--- config.mk ---
export PLATFORM = sky130hd
export DESIGN_NAME = regfile_2r1w
export DESIGN_NICKNAME = d
export VERILOG_FILES = /design/src/rtl/regfile_2r1w.sv
export SDC_FILE = /design/constraint.sdc
export NUM_CORES = 2
export LEC_CHECK = 0
export CAP_MARGIN = 40
export CORE_AREA = 2 2 297 299
export DETAILED_ROUTE_END_ITERATION = 8
export DIE_AREA = 0 0 299 301
export PLACE_DENSITY_LB_ADDON = 0.3
export SYNTH_ARGS = -nofsm -noshare
export SYNTH_HDL_FRONTEND = slang
export SYNTH_SLANG_ARGS = --single-unit
export TNS_END_PERCENT = 10
--- constraint.sdc ---
create_clock -name clk -period 3.2 [get_ports clk]
set_clock_uncertainty 0.15 [all_clocks]
set_input_delay 0.64 -clock clk [delete_from_list [all_inputs] [get_ports clk]]
set_output_delay 0.64 -clock clk [all_outputs]
set_load 0.05 [all_outputs]
--- src/rtl/regfile_2r1w.sv ---
// -----------------------------------------------------------------------------
// regfile_2r1w
//
// General-purpose register file for the multi-cycle MIPS core: 2**ADDR_WIDTH
// registers of DATA_WIDTH bits, two combinational read ports and one
// synchronous write port. Register 0 is hardwired to zero.
//
// Optional feature (compile-time macro):
//   REGFILE_WR_BYPASS_EN - write-through forwarding. While a write is being
//                          presented (wr_en=1, reset high, wr_num!=0), a read
//                          port addressing wr_num returns wr_data in the same
//                          cycle. Storage timing is unchanged.
//   Undefined (default)  - reads return stored contents only; a read of the
//                          register being written shows the old value until
//                          the clock edge.
//
// Ports:
//   clk       in   1           rising-edge clock for all state updates
//   reset     in   1           asynchronous, active-low; clears every register
//   wr_num    in   ADDR_WIDTH  destination register number
//   wr_data   in   DATA_WIDTH  write data
//   wr_en     in   1           write enable, sampled on posedge clk
//   rd0_num   in   ADDR_WIDTH  read port 0 register number
//   rd0_data  out  DATA_WIDTH  read port 0 data (combinational)
//   rd1_num   in   ADDR_WIDTH  read port 1 register number
//   rd1_data  out  DATA_WIDTH  read port 1 data (combinational)
// -----------------------------------------------------------------------------
module regfile_2r1w #(
    parameter int DATA_WIDTH = 32,
    parameter int ADDR_WIDTH = 5
) (
    input  logic                  clk,
    input  logic                  reset,
    input  logic [ADDR_WIDTH-1:0] wr_num,
    input  logic [DATA_WIDTH-1:0] wr_data,
    input  logic                  wr_en,
    input  logic [ADDR_WIDTH-1:0] rd0_num,
    output logic [DATA_WIDTH-1:0] rd0_data,
    input  logic [ADDR_WIDTH-1:0] rd1_num,
    output logic [DATA_WIDTH-1:0] rd1_data
);

    localparam int DEPTH = 2 ** ADDR_WIDTH;

    logic [DATA_WIDTH-1:0] regs [DEPTH];

    // A write that actually lands in storage (R0 writes are dropped).
    logic wr_fire;
    assign wr_fire = wr_en && (wr_num != '0);

    // Storage: cleared asynchronously, written on the rising edge.
    always_ff @(posedge clk or negedge reset) begin
        if (!reset) begin
            for (int i = 0; i < DEPTH; i++) begin
                regs[i] <= '0;
            end
        end else if (wr_fire) begin
            regs[wr_num] <= wr_data;
        end
    end

    // Read port 0. R0 is forced to zero at the port, so it reads 0 regardless
    // of storage contents or forwarding.
    always_comb begin
        rd0_data = '0;
        if (rd0_num != '0) begin
            rd0_data = regs[rd0_num];
`ifdef REGFILE_WR_BYPASS_EN
            // reset gate keeps forwarding off while storage is held clear.
            if (reset && wr_fire && (rd0_num == wr_num)) begin
                rd0_data = wr_data;
            end
`endif
        end
    end

    // Read port 1, identical and independent of port 0.
    always_comb begin
        rd1_data = '0;
        if (rd1_num != '0) begin
            rd1_data = regs[rd1_num];
`ifdef REGFILE_WR_BYPASS_EN
            if (reset && wr_fire && (rd1_num == wr_num)) begin
                rd1_data = wr_data;
            end
`endif
        end
    end

endmodule

==> run metrics <==
Row Count=108; via count normalized by instance count=around 7.6; largest net degree at the start of global routing=81; Peak Freq=0.295 GHz; number of input and output port buffers inserted=113; Startpoint Class=primary input; r2r endpoint=regs[675]$_DFFE_PN0P_; clk_lat worst skew=~0.7 ns; DR pass1 iterations=6; Post-DRT Antenna Nets=0; placeable core region=86500 um^2; maximum fanout along the worst path=15; worst setup path category=primary input to output port; nature of the critical path endpoint=output port; setup slack at placement=-0.298 ns; path class of the lowest-slack min-delay path=flop to flop; fin crit period=between 3 and 4 ns; register area share after synthesis=47.1%; Post-Route Utilization=77.6%; GRT Total Usage=41.9%; LEAKAGE=29.0 nW; final critical-path setup slack=-0.185 ns; number of flip-flops under the largest register name=1024; register bank with the most flops=regs; Reg2Reg Setup Slack=2.21 ns; Final Cell Area=67100 um^2; I/O pin count=114; clock tree from TritonCTS=yes; violated checks=setup timing; total power draw=between 40 and 50 mW; top library cells by usage in the layout, fill and taps aside=sky130_fd_sc_hd__mux2_2, sky130_fd_sc_hd__dfrtp_1, sky130_fd_sc_hd__mux4_2; half-perimeter wire length after placement=117000 um; number of standard cells after synthesis=3621; number of register bits inferred by synthesis=between 1000 and 1500; origin of the critical flop-to-flop path=regs[675]$_DFFE_PN0P_; setup repair after global routing missed its margin=yes; FF-to-FF path depth=1; post-synth net total=3671; count of cell types in the netlist=34; CTS sink count=1024; Synth Warn #=0; post-route DRC violation count=0; fraction of layout instances using a drive strength above 1=61.9%; mean area per synthesized cell=15.0 um^2; slew margin rel.=between 20% and 30%; largest incremental delay on the critical path=0.49 ns; result of the run=complete, but fails checks; mean routed wirelength per cell=36.6 um; main flop type after synthesis=sky130_fd_sc_hd__dfrtp_1; arrival time reported for the critical path endpoint=between 2 and 3 ns; Final Setup Violations=55; H-tree levels=3; last weighted congestion value of the routability-driven placer=0.904; instance area after placement=61700 um^2; CP startpoint=rd1_num[4]; commonest non-fill, non-tap cell in the layout=sky130_fd_sc_hd__mux2_2; number of max-capacitance violations reported=0; Slew Limit Fails=0; end of the critical path=rd1_data[2]; routed via count=just under 40000; most common cell type on the critical path=sky130_fd_sc_hd__buf_4; number of nets at the end of the flow=3972; overall routed net length=189000 um; power density over the cells=608 nW/um^2; Final Hold Fails=0; number of flops mapped to enable cells by yosys=0; Post-Syn Area=54400 um^2; floorplan die area=90000 um^2; clock root cell=sky130_fd_sc_hd__clkbuf_16; ordered cell list for the critical path=buf_2 -> buf_6 -> nand2b_2 -> buf_4 -> a211oi_1 -> buf_4 -> a311oi_2 -> buf_12; share of synthesized registers carrying an async set or reset=100%; worst path buffer plus inverter count=5; data required time at the worst endpoint=2.41 ns; path length in cells of the critical path=8; slowest library cell on the worst path=sky130_fd_sc_hd__a311oi_2; P&R area growth vs syn=23.5%; first-iteration detailed-routing DRC count=5013; initial standard-cell utilization of the core=62.9%; sum of negative setup slack=-5.12 ns; final period utilization=106%; die boundary height=301 um; initial antenna violation count=9; CTS max path bufs=3; Die X-Extent=299 um; post-CTS clock slew at the launch and capture registers of the worst setup and hold paths=~0.06 ns; vias in the first global route=41300; slew at the pin closest to its max-slew limit=approximately 1.0 ns; number of buffers created by CTS=about 110; registers with the most flip-flops=regs: 1024 flops; global-route wire length before repair=275000 um; count of fill cells added during filler insertion=approximately 4500; worst voltage drop across the vdd grid=0.545 mV; aggregate global routing overflow=0; largest delay contributor family on the critical path=buffers and inverters
[power by group]
part | leakage (nW) | internal, mW | total [mW] | switching (mW)
registers | 13.1 | 15.4 | 17.5 | 2.08
clock network | 1.89 | 8.11 | 13.6 | 5.48
logic | 14.0 | 5.62 | 9.73 | 4.10
total | 29.0 | 29.2 | 40.8 | 11.7
[kinds of logic after synthesis]
family / after synthesis / synth area share [%]
muxes: 1632 / 42.8
DFF: 1024 / 47.1
buffers and inverters: 434 / 3.61
AOI/OAI and AO/OA: 366 / 4.84
and+or+nand+nor: 165 / 1.61
[area by class of cell]
class | count | area [um^2] | area share, %
timing repair buffer | 624 | 8120 | 12.1
tap | 1155 | 1450 | 2.15
clock inverter | 45 | 684 | 1.02
antenna | 8 | 20.0 | 0.0298
multi-input combinational | 2163 | 28100 | 41.8
inverter | 2 | 10.0 | 0.0149
clock buffer | 150 | 3130 | 4.67
sequential | 1024 | 25600 | 38.2
[what timing repair did]
| item | in CTS | in global routing |
|---|---|---|
| resized for setup | 145 | 120 |
| pin swaps | 16 | 25 |
| endpoints found under the hold margin | 38 | 0 |
| setup endpoints to repair | 64 | 63 |
| hold buffers | 1 | 0 |
| setup buffers | 11 | 28 |
| gates cloned | 4 | 4 |
[layer usage]
layer	routed length [um]	vias to the layer above	track usage, %
met5	29	-	0
met4	14100	4	27.0
met3	24200	893	13.0
met2	85000	3164	62.2
met1	65900	20600	53.9
li1	-	14700	-
[per-stage QoR]
step | cells | hold slack, ns
after global routing | 5168 | 0.258
final | 5171 | 0.255
after CTS | 5124 | 0.249
after global placement | 4903 | 0.227
after floorplan | 3621 | 0.194
after detailed placement | 4914 | 0.233
[synth_stat cells (5+ instances only)]
cell type,n,area (um^2)
sky130_fd_sc_hd__nand2b_1,5,31.3
sky130_fd_sc_hd__nand2_1,49,184
sky130_fd_sc_hd__buf_2,172,861
sky130_fd_sc_hd__buf_1,7,26.3
sky130_fd_sc_hd__o21ai_0,101,505
sky130_fd_sc_hd__mux2_2,1046,11800
sky130_fd_sc_hd__mux2_1,10,113
sky130_fd_sc_hd__a22oi_1,64,480
sky130_fd_sc_hd__a311oi_1,64,561
sky130_fd_sc_hd__o21ai_1,9,45.0
sky130_fd_sc_hd__nor2b_1,71,444
sky130_fd_sc_hd__nor2_1,19,71.3
sky130_fd_sc_hd__o2111ai_1,18,158
sky130_fd_sc_hd__mux4_2,448,10100
sky130_fd_sc_hd__clkbuf_1,221,830
sky130_fd_sc_hd__buf_4,31,233
sky130_fd_sc_hd__a221oi_1,46,403
sky130_fd_sc_hd__a211oi_1,64,480
sky130_fd_sc_hd__dfrtp_1,1024,25600
sky130_fd_sc_hd__mux2i_1,128,1280
[how the worst min path moves through the flow]
stage                                start                      to  slack [ns]  depth (start not counted)
floorplan                            reset     regs[0]$_DFFE_PN0P_        0.19                          0
global placement    regs[1004]$_DFFE_PN0P_  regs[1004]$_DFFE_PN0P_        0.23                          0
detailed placement   regs[995]$_DFFE_PN0P_   regs[995]$_DFFE_PN0P_        0.23                          0
CTS                 regs[1014]$_DFFE_PN0P_  regs[1014]$_DFFE_PN0P_        0.25                          0
global route        regs[1009]$_DFFE_PN0P_  regs[1009]$_DFFE_PN0P_        0.26                          0
finish              regs[1019]$_DFFE_PN0P_  regs[1019]$_DFFE_PN0P_        0.26                          0
Power figures use the tool's default switching activity.
